## src/rtl/ecall_io_if.sv

```systemverilog
`default_nettype none
// ============================================================================
//  Module   : ecall_io_if
//  Purpose  : Fetch-stall handshake between the decode/fetch side and the
//             ecall I/O responder. It also carries the register-file write-back
//             path for read-int results.
//  Revision : 1.0  initial release
// ============================================================================
interface ecall_io_if;
  logic        ecall;
  logic [31:0] a7;
  logic [31:0] a0;
  logic        continue_button;
  logic        pc_change;
  logic [2:0]  test_number;
  logic [31:0] rd_wdata;
  logic        rd_we;

  // Core side: presents the decoded ecall and waits for release
  modport master (
    output ecall, a7, a0,
    input  continue_button, pc_change, test_number, rd_wdata, rd_we
  );

  // Responder side: services the ecall against board I/O
  modport slave (
    input  ecall, a7, a0,
    output continue_button, pc_change, test_number, rd_wdata, rd_we
  );
endinterface
`default_nettype wire

```

## src/rtl/ecall_io_ctrl.sv

```systemverilog
`default_nettype none
// ============================================================================
//  Module   : ecall_io_ctrl
//  Purpose  : Services ecalls against LEDs, switches and push-buttons. It
//             returns a one-cycle continue pulse to fetch and raises a
//             test-restart pulse (pc_change and test_number) from the test button.
//  Revision : 1.0  initial release
// ============================================================================
module ecall_io_ctrl #(
  parameter int DB_LIMIT = 500000,
  parameter int DB_W     = 20
) (
  input  wire logic        clock,
  input  wire logic        reset,
  ecall_io_if.slave        io,
  input  wire logic        cont_btn_raw,
  input  wire logic        test_btn_raw,
  input  wire logic [15:0] switches,
  output logic      [15:0] led,
  output logic             busy,
  output logic             halted
);

  localparam logic [DB_W-1:0] c_db_last   = DB_W'(DB_LIMIT - 1);
  localparam logic [31:0]     c_svc_print = 32'd1;
  localparam logic [31:0]     c_svc_read  = 32'd5;
  localparam logic [31:0]     c_svc_exit  = 32'd10;

  // Index 0 is the continue button and index 1 is the test button
  logic [1:0] w_btn_raw;
  logic [1:0] w_btn_edge;
  logic [1:0] w_btn_rise_next;

  assign w_btn_raw = {test_btn_raw, cont_btn_raw};

  genvar gi;
  generate
    for (gi = 0; gi < 2; gi++) begin : g_btn
      logic            r_sync1;
      logic            r_sync2;
      logic            r_stable;
      logic            r_stable_d;
      logic [DB_W-1:0] r_cnt;

      // Synchronise the raw button. Accept a new level only after it stays different for DB_LIMIT cycles.
      always_ff @(posedge clock) begin
        if (reset) begin
          r_sync1    <= 1'b0;
          r_sync2    <= 1'b0;
          r_stable   <= 1'b0;
          r_stable_d <= 1'b0;
          r_cnt      <= '0;
        end else begin
          r_sync1    <= w_btn_raw[gi];
          r_sync2    <= r_sync1;
          r_stable_d <= r_stable;
          if (r_sync2 == r_stable) begin
            r_cnt <= '0;
          end else if (r_cnt == c_db_last) begin
            r_stable <= r_sync2;
            r_cnt    <= '0;
          end else begin
            r_cnt <= r_cnt + 1'b1;
          end
        end
      end

      assign w_btn_edge[gi]      = r_stable & ~r_stable_d;
      // True in the cycle before the stable level rises. It lets registered
      // outputs land in the same cycle as the edge.
      assign w_btn_rise_next[gi] = r_sync2 & ~r_stable & (r_cnt == c_db_last);
    end
  endgenerate

  logic [15:0] r_sw_sync1;
  logic [15:0] r_sw_sync2;

  // Switches are slow levels and only need the metastability guard
  always_ff @(posedge clock) begin
    if (reset) begin
      r_sw_sync1 <= '0;
      r_sw_sync2 <= '0;
    end else begin
      r_sw_sync1 <= switches;
      r_sw_sync2 <= r_sw_sync1;
    end
  end

  typedef enum logic [2:0] {
    S_IDLE = 3'd0,
    S_WAIT = 3'd1,
    S_DONE = 3'd2,
    S_HALT = 3'd3
  } state_t;

  state_t      r_state;
  logic        r_is_read;
  logic        r_continue;
  logic        r_pc_change;
  logic [2:0]  r_test_number;
  logic [15:0] r_led;
  logic [31:0] r_rd_wdata;
  logic        r_rd_we;
  logic        r_busy;
  logic        r_halted;

  // Service FSM. A test restart overrides everything, including HALT. All outputs are registered.
  always_ff @(posedge clock) begin
    if (reset) begin
      r_state       <= S_IDLE;
      r_is_read     <= 1'b0;
      r_continue    <= 1'b0;
      r_pc_change   <= 1'b0;
      r_test_number <= '0;
      r_led         <= '0;
      r_rd_wdata    <= '0;
      r_rd_we       <= 1'b0;
      r_busy        <= 1'b0;
      r_halted      <= 1'b0;
    end else begin
      r_continue  <= 1'b0;
      r_rd_we     <= 1'b0;
      r_pc_change <= w_btn_rise_next[1];
      if (w_btn_rise_next[1]) begin
        r_test_number <= r_sw_sync2[2:0];
      end

      if (w_btn_edge[1]) begin
        r_state   <= S_IDLE;
        r_is_read <= 1'b0;
        r_busy    <= 1'b0;
        r_halted  <= 1'b0;
      end else begin
        case (r_state)
          S_IDLE: begin
            if (io.ecall) begin
              r_is_read <= (io.a7 == c_svc_read);
              if (io.a7 == c_svc_print) begin
                r_led   <= io.a0[15:0];
                r_busy  <= 1'b1;
                r_state <= S_WAIT;
              end else if (io.a7 == c_svc_read) begin
                r_busy  <= 1'b1;
                r_state <= S_WAIT;
              end else if (io.a7 == c_svc_exit) begin
                r_halted <= 1'b1;
                r_state  <= S_HALT;
              end else begin
                r_continue <= 1'b1;
                r_state    <= S_DONE;
              end
            end
          end
          S_WAIT: begin
            if (w_btn_edge[0]) begin
              r_busy     <= 1'b0;
              r_continue <= 1'b1;
              r_rd_we    <= r_is_read;
              r_state    <= S_DONE;
              if (r_is_read) begin
                r_rd_wdata <= {{16{r_sw_sync2[15]}}, r_sw_sync2};
              end
            end
          end
          S_DONE:  r_state <= S_IDLE;
          S_HALT:  r_state <= S_HALT;
          default: r_state <= S_IDLE;
        endcase
      end
    end
  end

  assign io.continue_button = r_continue;
  assign io.pc_change       = r_pc_change;
  assign io.test_number     = r_test_number;
  assign io.rd_wdata        = r_rd_wdata;
  assign io.rd_we           = r_rd_we;
  assign led                = r_led;
  assign busy               = r_busy;
  assign halted             = r_halted;

  // Only the low half of a0 reaches the LEDs. The continue button needs no look-ahead.
  logic w_unused;
  assign w_unused = ^{io.a0[31:16], w_btn_rise_next[0]};

endmodule
`default_nettype wire

```

## src/flat_wrapper.sv

```systemverilog
// flat-port wrapper written by rule: the top's interface ports become plain ports
module ecall_io_ctrl_flat 
#(
  parameter int DB_LIMIT = 500000,
  parameter int DB_W     = 20
)
  (clock, reset, cont_btn_raw, test_btn_raw, switches, led, busy, halted, io_ecall, io_a7, io_a0, io_continue_button, io_pc_change, io_test_number, io_rd_wdata, io_rd_we);
  ecall_io_if io_i ();
  input  wire logic clock;
  input  wire logic reset;
  input  wire logic cont_btn_raw;
  input  wire logic test_btn_raw;
  input  wire logic [15:0] switches;
  output logic      [15:0] led;
  output logic busy;
  output logic halted;
  input wire logic [$bits(io_i.ecall)-1:0] io_ecall;
  input wire logic [$bits(io_i.a7)-1:0] io_a7;
  input wire logic [$bits(io_i.a0)-1:0] io_a0;
  output wire logic [$bits(io_i.continue_button)-1:0] io_continue_button;
  output wire logic [$bits(io_i.pc_change)-1:0] io_pc_change;
  output wire logic [$bits(io_i.test_number)-1:0] io_test_number;
  output wire logic [$bits(io_i.rd_wdata)-1:0] io_rd_wdata;
  output wire logic [$bits(io_i.rd_we)-1:0] io_rd_we;
  assign io_i.ecall = io_ecall;
  assign io_i.a7 = io_a7;
  assign io_i.a0 = io_a0;
  assign io_continue_button = io_i.continue_button;
  assign io_pc_change = io_i.pc_change;
  assign io_test_number = io_i.test_number;
  assign io_rd_wdata = io_i.rd_wdata;
  assign io_rd_we = io_i.rd_we;
  ecall_io_ctrl #(.DB_LIMIT(DB_LIMIT), .DB_W(DB_W)) u_core (.clock(clock), .reset(reset), .io(io_i), .cont_btn_raw(cont_btn_raw), .test_btn_raw(test_btn_raw), .switches(switches), .led(led), .busy(busy), .halted(halted));
endmodule
```

## config.mk

```make
export PLATFORM = sky130hd
export DESIGN_NAME = ecall_io_ctrl_flat
export DESIGN_NICKNAME = d
export VERILOG_FILES = /design/src/rtl/ecall_io_if.sv /design/src/rtl/ecall_io_ctrl.sv /design/src/flat_wrapper.sv
export SDC_FILE = /design/constraint.sdc
export NUM_CORES = 1
export LEC_CHECK = 0
export ABC_AREA = 1
export ABC_CLOCK_PERIOD_IN_PS = 1780
export BUFFER_PORTS_ARGS = -buffer_cell sky130_fd_sc_hd__buf_4
export CAP_MARGIN = 20
export CORE_ASPECT_RATIO = 1.2
export CORE_UTILIZATION = 42
export DETAILED_ROUTE_END_ITERATION = 12
export GPL_TIMING_DRIVEN = 0
export PLACE_DENSITY = 0.68
export SLEW_MARGIN = 20
export SYNTH_ARGS = -nofsm -noshare
export SYNTH_HDL_FRONTEND = slang
export SYNTH_SLANG_ARGS = --single-unit
```

## constraint.sdc

```tcl
create_clock -name clock -period 1.78 [get_ports clock]
set_input_delay 0 -clock clock [delete_from_list [all_inputs] [get_ports clock]]
set_output_delay 0 -clock clock [all_outputs]
set_load 0.02 [all_outputs]
```

==> results_dict.tcl, run 1 <==
set metrics [dict create \
    r2r-start "u_core.g_btn[0].r_cnt[1]" \
    finish.utilization 0.610 \
    slew_headroom 0.639 \
    slew_violations 0 \
    start_kind "flop" \
    cts_buffers 17 \
    cp-startpoint "u_core.g_btn[0].r_cnt[1]" \
    final_cells 1086 \
    crit_end "u_core.g_btn[0].r_cnt[18]" \
    grt_pass1_vias 4830 \
    clk_latency_ns 0.41 \
    dp.cells 1017 \
    globalplace.congestion 0.851 \
    reg2regPathDepth 9 \
    core_mm2 0.0123 \
    endpoint_kind "flop" \
    htreeDepth 4 \
    clk_path_buf_depth 2 \
    cts.clk_slew.worst_paths_ns 0.06 \
    vias 5008 \
    grt_max_degree 19 \
    syn_area_per_cell_um2 7.34 \
    r2r_setup_slack_ns 0.15 \
    dp_hpwl_um 8830 \
    std_cell_rows 44 \
    worstPathArrival_ns 1.92 \
    antenna_found_initial 0 \
    max-cap-violations 0 \
    postSynthCellCount 733 \
    first_pass_iters 4 \
    finalSetupViolations 0 \
    synthMuxAreaShare 0 \
    synth_area_mm2 0.00538 \
    slowest_delay_ns 0.37 \
    worst_slew_pin_slew_ns 0.541 \
    finalHoldViolCount 0 \
    start_util 0.438 \
    cellPowerDensity_mw_per_mm2 877 \
    p_leak_nw 3.38 \
    yosys.area_share.simple 0.314 \
    peakVddDrop_uv 592 \
    die-area_mm2 0.0133 \
    ant_nets 0 \
    path_max_fanout 10 \
    crit_buf_inv 2 \
    fin_crit_ns 1.63 \
    dieWidth_um 105 \
    cp_slowest_cell "dfxtp_1" \
    drive_above_1_share 0.250 \
    avgViaCountPerCell 4.61 \
    io_pins 141 \
    hp-class "in -> reg" \
    fmax_ghz 0.615 \
    seq_area_mm2 0.00246 \
    dpl_cell_area_mm2 0.00650 \
    design_area_mm2 0.00748 \
    finalSetupTns_ns 0 \
    ys_types 38 \
    r2r_end "u_core.g_btn[0].r_cnt[18]" \
    rsz0062_at_grt "no" \
    syn_nets 821 \
    overflow 0 \
    clock-root-buffer "clkbuf_16" \
    worst_hold_path.num_cells 7 \
    ys_ff_latch 123 \
    grt_pass1_wl_um 21200 \
    drt_wl_total_um 12500 \
    cts.sink_count 123 \
    antennaDiodeCount 0 \
    finalCritPeriodShare 0.913 \
    finClkSkew_ns 0.00739 \
    synth_top_family_by_area "simple AND/OR/NAND/NOR gates" \
    status "completed" \
    multi_input_area_mm2 0.00225 \
    crit_type "reg -> reg" \
    nets 1000 \
    synth-seq-area-share 0.458 \
    grtUsageTotal 0.197 \
    cp.required_ns 2.08 \
    yosys.area_share.adder 0.00698 \
    ys.warnings.count 0 \
    drc_errors 0 \
    cp_top_family "simple AND/OR/NAND/NOR gates" \
    synth_compound_area_frac 0.0712 \
    drtIter0Drc 196 \
    cts_tree "built" \
    portBuffers 123 \
    fin_hold_ws_ns 0.123 \
    cp_cell_sequence "ha_1 -> nand2_1 -> inv_2 -> nand2_2 -> nor3_2 -> nand3_1 -> nand2_4 -> buf_4 -> nor2_1" \
    fillers 1125 \
    synth_xor_area_frac 0.0212 \
    crit_cells 9 \
    fp.dieH_um 126 \
    wl_per_cell_um 11.5 \
    area_growth_pct 39.1 \
]
==> cell usage after synthesis, drive strengths merged <==
cell type	n	area (um2)
nand4	31	206
and2	1	6.26
nor3b	3	22.5
ha	3	37.5
buf	28	195
nand2	99	389
nor2	178	739
dfxtp	123	2460
nand3b	1	7.51
clkbuf	11	41.3
clkinv	3	11.3
a21oi	19	110
nand3	23	135
nor4	2	18.8
o21ai	28	151
xor2	13	114
a31oi	18	113
or2	3	18.8
inv	119	447
o221ai	1	8.76
nor3	26	145
==> report_power, final <==
part	total [mW]	internal, mW	leakage, nW	switching, mW
sequential	2.81	2.80	1.00	0.0152
combinational	0.367	0.201	2.10	0.167
clock	3.38	2.08	0.281	1.30
==> registers in the layout (all words and copies together), names as in the netlist, named ones only <==
name                       count
u_core.r_sw_sync2             16
u_core.r_is_read               1
u_core.io.pc_change            1
u_core.led                    16
u_core.io.test_number          3
u_core.io.continue_button      1
u_core.io.rd_wdata            16
u_core.io.rd_we                1
u_core.g_btn.r_cnt            40
u_core.r_state                 1
u_core.g_btn.r_sync1           2
u_core.g_btn.r_stable          2
u_core.g_btn.r_sync2           2
u_core.g_btn.r_stable_d        2
u_core.busy                    1
u_core.r_sw_sync1             16
u_core.halted                  1
==> placed cells by master, fill, tap and decap left out, types with 19 or more instances in the layout <==
cell type / Yosys / final
buf_4: 18 / 143
dfxtp_1: 123 / 121
dlygate4sd3_1: 0 / 35
inv_1: 114 / 114
nand2_1: 92 / 92
nand3_1: 19 / 19
nand4_1: 29 / 29
nor2_1: 161 / 161
nor3_1: 23 / 23
o21ai_0: 23 / 23
==> worst register-to-register path, cell delays in order, from the launching register on <==
cell	delay, ns
dfxtp_1	0.37
ha_1	0.18
nand2_1	0.09
inv_2	0.07
nand2_2	0.09
nor3_2	0.12
nand3_1	0.19
nand2_4	0.16
buf_4	0.19
nor2_1	0.07
==> layer usage <==
layer	vias up	global-route usage	share of wire
met3	25	0.0481	0.056
met4	0	0.0837	0.019
li1	2636	-	-
met1	2215	0.219	0.42
met2	132	0.355	0.50
met5	-	0	0
==> how the worst min path moves through the flow <==
stage                              end    startpoint  slack [ns]
2_1_floorplan  u_core.g_btn[0].r_sync1  cont_btn_raw        0.11
3_3_place_gp      u_core.r_sw_sync1[8]   switches[8]        0.20
3_5_place_dp      u_core.r_sw_sync1[7]   switches[7]        0.21
4_1_cts                  u_core.halted     io_a7[15]        0.12
5_1_grt                  u_core.halted     io_a7[16]        0.16
6_report              u_core.r_is_read      io_a7[2]        0.12
==> metrics by stage <==
stage               worst slack, ns  power [mW]
floorplan                     0.248        3.01
global placement           -0.00878        3.17
detailed placement          -0.0200        3.17
CTS                          0.0254        6.60
global route                 0.0206        6.78
finish                        0.154        6.56
==> layout make-up <==
| type | instances | share of cell area |
|---|---|---|
| flip-flops and latches | 123 | 0.329 |
| multi-input cells | 449 | 0.300 |
| repair buffers | 160 | 0.172 |
| inverters | 122 | 0.0612 |
| clock buffers | 17 | 0.0568 |
| plain buffers | 39 | 0.0316 |
| well taps | 161 | 0.0269 |
| clock inverters | 15 | 0.0217 |
==> cells by family after synthesis <==
kind of cell / count (synthesis)
compound gates: 66
simple gates: 367
xor+xnor: 13
flops: 123
fa+ha+maj: 3
buf+inv: 161
==> repair_timing <==
action / in CTS / in global routing
gates resized for setup: 1 / 5
pin swaps: 1 / 1
setup endpoints to repair: 19 / 21
setup buffers: 1 / 1
hold endpoints to repair: 35 / 0
hold buffers: 35 / 0
(Power assumes the default switching activity.)
==> run 2, diff against run 1 <==
--- a/config.mk
+++ b/config.mk
@@ -14,5 +14,5 @@
 export DETAILED_ROUTE_END_ITERATION = 12
 export GPL_TIMING_DRIVEN = 0
-export PLACE_DENSITY = 0.68
+export PLACE_DENSITY = 0.76
 export SLEW_MARGIN = 20
 export SYNTH_ARGS = -nofsm -noshare
==> constraint.sdc (replaced) <==
create_clock -name clock -period 1.78 [get_ports clock]
set_input_delay 0 -clock clock [delete_from_list [all_inputs] [get_ports clock]]
set_output_delay 0 -clock clock [all_outputs]
set_load 0.01 [all_outputs]
==> results_dict.tcl, run 2 (synthesis results as in run 1) <==
set metrics [dict create \
    layout_commonest_cell "nor2_1" \
    worst_slew_pin_slew_ns 0.539 \
    endpoint_kind "flop" \
    fp.dieH_um 126 \
    portBuffers 123 \
    cp_cell_sequence "ha_1 -> nand2_1 -> inv_2 -> nand2_2 -> nor2_4 -> nand2_2 -> nor2_1 -> nand2_1 -> xor2_1 -> nor2_2" \
    clock-root-buffer "clkbuf_16" \
    worst_hold_path.num_cells 8 \
    power_mw 6.65 \
    antenna_found_initial 0 \
    grt_pass1_vias 4960 \
    drtIter0Drc 218 \
    dieWidth_um 105 \
    crit_type "reg -> reg" \
    hp-start "io_a7[15]" \
    antennaDiodeCount 0 \
    p_leak_nw 3.38 \
    clk_path_buf_depth 2 \
    slew_headroom 0.640 \
    cp.required_ns 2.08 \
    htreeDepth 4 \
    max_flop_register "u_core.g_btn.r_cnt" \
    largest_reg_flops 40 \
    dp_hpwl_um 8980 \
    top_usage_layer "met2" \
    wl_per_cell_um 11.7 \
    fillers 1060 \
    r2r-start "u_core.g_btn[0].r_cnt[1]" \
    std_cell_rows 44 \
    finalSetupViolations 0 \
    crit_buf_inv 1 \
    clk_latency_ns 0.41 \
    max-cap-violations 0 \
    worstPathArrival_ns 1.93 \
    hp-class "in -> reg" \
    ant_nets 0 \
    cp_slowest_cell "dfxtp_1" \
    cts.sink_count 123 \
    peakVddDrop_uv 535 \
    drive_above_1_share 0.248 \
    fmax_ghz 0.616 \
    reg2regPathDepth 10 \
    cts.clk_slew.worst_paths_ns 0.05 \
    start_kind "flop" \
    cts_buffers 17 \
    first_pass_iters 4 \
    nets 1001 \
    status "completed" \
    layout_common_cells "nor2_1, buf_4, dfxtp_1" \
    hold_end "u_core.halted" \
    r2r_end "u_core.g_btn[0].r_cnt[16]" \
    final_cells 1087 \
    drt_wl_total_um 12700 \
    r2r_setup_slack_ns 0.16 \
    drc_errors 0 \
    slew_violations 0 \
    grt_pass1_wl_um 21400 \
    cp_top_family "simple AND/OR/NAND/NOR gates" \
    rsz0062_at_grt "no" \
    slowest_delay_ns 0.37 \
    core_mm2 0.0123 \
    path_max_fanout 5 \
    grt_max_degree 19 \
    overflow 0 \
    use_met3 0.0455 \
    crit_cells 10 \
    vias 5066 \
    area_growth_pct 39.3 \
    dp.cells 1017 \
    avgViaCountPerCell 4.66 \
    met1_usage 0.217 \
    cellPowerDensity_mw_per_mm2 888 \
    finalHoldViolCount 0 \
    finish.utilization 0.610 \
    io_pins 141 \
    grtUsageTotal 0.201 \
    finClkSkew_ns 0.00950 \
    start_util 0.438 \
    finalCritPeriodShare 0.912 \
    gr-usage-met2 0.371 \
    die-area_mm2 0.0133 \
    cts_tree "built" \
    finalSetupTns_ns 0 \
    fin_crit_ns 1.62 \
    globalplace.congestion 0.871 \
]
==> run 2: cell count changes in the layout (fill, tap and decap cells not counted), sizes merged <==
cell | before | now
clkinv | 8 | 5
clkbuf | 28 | 30
buf | 153 | 154
bufinv | 2 | 3
clkinvlp | 3 | 4
inv | 124 | 123
==> run 2: power by group <==
part           switching, mW  total (mW)  internal [mW]
Clock                   1.26        3.47           2.21
Sequential            0.0153        2.82           2.80
Combinational          0.163       0.363          0.201
Total                   1.44        6.65           5.21
==> run 2: worst max-delay path by stage <==
stage / start / to / slack, ns
finish: u_core.g_btn[0].r_cnt[1] / u_core.g_btn[0].r_cnt[16] / 0.16
global route: u_core.g_btn[0].r_cnt[1] / u_core.g_btn[0].r_cnt[16] / 0.03
CTS: u_core.g_btn[0].r_cnt[0] / u_core.g_btn[0].r_cnt[18] / 0.01
detailed placement: u_core.g_btn[1].r_cnt[0] / u_core.g_btn[1].r_cnt[8] / -0.03
global placement: u_core.g_btn[1].r_cnt[0] / u_core.g_btn[1].r_cnt[18] / 0.005
floorplan: u_core.g_btn[1].r_cnt[0] / u_core.g_btn[1].r_cnt[10] / 0.25
==> run 2: metal layers <==
metal  share of wire  routed length (um)  vias up
met5               0                   0        -
met4           0.020                 255        0
met3           0.057                 729       22
met2            0.51                6410      143
met1            0.42                5300     2265
li1                -                   -     2636
==> run 2: layout make-up <==
cell class | count | area [um2] | share of cell area
Tap cell | 161 | 201 | 0.0269
Multi-Input combinational cell | 449 | 2240 | 0.299
Clock buffer | 19 | 433 | 0.0578
Inverter | 122 | 458 | 0.0611
Sequential cell | 123 | 2460 | 0.329
Timing Repair Buffer | 161 | 1300 | 0.173
Buffer | 39 | 236 | 0.0316
Clock inverter | 13 | 165 | 0.0220
==> run 2: metrics by stage <==
step	setup WS, ns	hold slack, ns	area (um2)
finish	0.157	0.101	7490
global route	0.0269	0.190	7490
CTS	0.0118	0.0853	7460
detailed placement	-0.0332	0.206	6500
global placement	0.00542	0.202	6500
floorplan	0.248	0.107	5380
==> run 2: repair_timing <==
item | 4_1_cts | 5_1_grt
resized for setup | 0 | 5
pin swaps | 1 | 1
hold buffers | 35 | 0
buffers inserted | 1 | 2
setup endpoints to repair | 11 | 33
hold endpoints to repair | 35 | 0
==> run 2: worst min-delay path: cells and delay by family <==
family        cells  cell delay, ns
simple gates      7            0.39
buf+inv           1            0.08
==> run 3, diff against run 2 <==
- ABC_AREA: 1 -> 0
- PLACE_DENSITY: 0.76 -> 0.77
==> results_dict.tcl, run 3 <==
set metrics [dict create \
    multi_input_area_mm2 0.00235 \
    design_area_mm2 0.00735 \
    portBuffers 124 \
    synth_top_area_share 0.499 \
    grt_max_degree 19 \
    cp_top_family "simple AND/OR/NAND/NOR gates" \
    synth_flop_cell "dfxtp_1" \
    std_cell_rows 43 \
    antennaDiodeCount 0 \
    fmax_ghz 0.522 \
    die-area_mm2 0.0122 \
    first_pass_iters 7 \
    layout_common_cells "buf_4, dfxtp_1, nor2_1" \
    start_kind "flop" \
    finalCritPeriodShare 1.08 \
    slowest_delay_ns 0.55 \
    yosysMostFrequentCell "dfxtp_1" \
    finalHoldViolCount 0 \
    htreeDepth 4 \
    crit_top_cell "or4_4" \
    max-cap-violations 0 \
    fp.dieH_um 121 \
    grt_pass1_vias 4412 \
    synth-seq-area-share 0.499 \
    vias 4422 \
    nets 800 \
    cts.clk_slew.worst_paths_ns 0.05 \
    io_pins 141 \
    cts_buffers 17 \
    p_leak_nw 2.93 \
    cp_cell_sequence "or4_4 -> or4_4 -> or3_1 -> a21oi_2" \
    wl_per_cell_um 14.4 \
    core_mm2 0.0115 \
    postSynthCellCount 522 \
    cp-startpoint "u_core.g_btn[0].r_cnt[12]" \
    ys.warnings.count 0 \
    seq_area_mm2 0.00248 \
    synth.area.top_cells "dfxtp_1, mux2i_1, nor2b_1" \
    fin_hold_ws_ns 0.0338 \
    ys_ff_latch 123 \
    area_growth_pct 48.9 \
    crit_type "reg -> reg" \
    crit_buf_inv 0 \
    cts_tree "built" \
    synth_area_mm2 0.00494 \
    syn_nets 610 \
    dpl_cell_area_mm2 0.00611 \
    async_reset_ff_frac 0 \
    synth_edf_count 0 \
    cp_slowest_cell "or4_4" \
    status "finished, violations left" \
    syn_area_per_cell_um2 9.46 \
    antenna_found_initial 0 \
    fin_crit_ns 1.92 \
    path_max_fanout 3 \
    synth_top_cell_by_area "dfxtp_1" \
    drt_wl_total_um 12700 \
    cellPowerDensity_mw_per_mm2 918 \
    clk_path_buf_depth 2 \
    grt_pass1_wl_um 19600 \
    drtIter0Drc 166 \
    ys_types 42 \
    cts.sink_count 123 \
    layout_commonest_cell "buf_4" \
    peakVddDrop_uv 507 \
    rsz0062_at_grt "yes" \
    largest_reg_flops 40 \
    ant_nets 0 \
    worst_slew_pin_slew_ns 0.558 \
    dieWidth_um 101 \
    avgViaCountPerCell 5.01 \
    hp-start "io_a7[0]" \
    finClkSkew_ns 0.00620 \
    finalSetupTns_ns -2.40 \
    r2r-start "u_core.g_btn[0].r_cnt[12]" \
    worstPathArrival_ns 2.26 \
    violations "setup timing" \
    synth_common_cells "dfxtp_1, nor2_1, nor2b_1" \
    finish.utilization 0.639 \
    drive_above_1_share 0.335 \
    globalplace.congestion 0.796 \
    r2r_setup_slack_ns -0.14 \
    finalSetupViolations 24 \
    clk_latency_ns 0.41 \
    grtUsageTotal 0.207 \
    max_flop_register "u_core.g_btn.r_cnt" \
    cp.required_ns 2.12 \
    slew_violations 0 \
    drc_errors 0 \
    dp_hpwl_um 8140 \
    hp-class "in -> reg" \
    clock-root-buffer "clkbuf_16" \
    worst_slack_ns -0.137 \
    slew_headroom 0.627 \
    overflow 0 \
    endpoint_kind "flop" \
    start_util 0.429 \
    fillers 884 \
]
[run 3: changes by cell type in the layout (fill, tap and decap cells not counted), sizes merged, moves of 12 or more]
| cell | change |
|---|---|
| a31oi | -18 |
| inv | -109 |
| mux2i | +33 |
| nand2 | -84 |
| nand2b | +36 |
| nand4 | -14 |
| nor2 | -123 |
| nor2b | +39 |
| nor3 | -15 |
| nor4 | +13 |
| or3 | +12 |
| xnor2 | +18 |
[run 3: cell type report]
class | count | area share
Multi-Input combinational cell | 347 | 0.320
Sequential cell | 123 | 0.337
Timing Repair Buffer | 177 | 0.194
Inverter | 13 | 0.00664
Buffer | 33 | 0.0305
Tap cell | 157 | 0.0267
Clock buffer | 18 | 0.0584
Clock inverter | 14 | 0.0267
[run 3: worst reg2reg max path, delay by kind of cell, from the launching register on]
kind,cells,cell delay (ns)
AOI/OAI and AO/OA,1,0.11
and+or+nand+nor,3,1.41
DFF,1,0.32
[run 3: per-layer routing]
metal  vias up  GRT usage  part of all wire
li1       2154          -                 -
met1      2072      0.204              0.38
met2       164      0.399              0.54
met3        32     0.0543             0.060
met4         0     0.0933             0.021
met5         -          0                 0
[run 3: worst paths after layout]
path | cells after the start | to
max | 4 | u_core.g_btn[0].r_stable
min | 5 | u_core.halted
max reg2reg | 4 | u_core.g_btn[0].r_stable
min reg2reg | 1 | u_core.r_sw_sync2[13]
[run 3: where the power goes]
group	internal (mW)	total (mW)	leakage (nW)	switching (mW)
clock network	2.35	3.59	0.296	1.25
logic	0.210	0.336	1.63	0.127
registers	2.80	2.82	1.01	0.0187
[run 3: cells by family (layout without fill, tap and decap cells)]
kind of cell    after synthesis  after routing  share of synthesized area
xor+xnor                     25             25                     0.0444
fa+ha+maj                     3              3                    0.00761
mux                          33             33                     0.0669
simple gates                240            240                      0.276
flops                       123            123                      0.499
compound gates               46             46                     0.0520
buf+inv                      52            255                     0.0540
[run 3: repair_timing]
action | CTS | global route
hold endpoints to repair | 36 | 0
pin swaps | 7 | 9
setup buffers | 13 | 4
resized for setup | 23 | 30
setup endpoints to repair | 71 | 62
hold buffers | 35 | 0
gates cloned | 1 | 0
[run 3: metrics by stage]
step	power (mW)	cells	setup slack, ns
final	6.75	882	-0.137
after global routing	6.96	882	-0.189
after CTS	6.77	880	-0.112
after detailed placement	3.14	803	-0.320
after global placement	3.13	803	-0.239
after floorplan	2.98	522	-0.0435
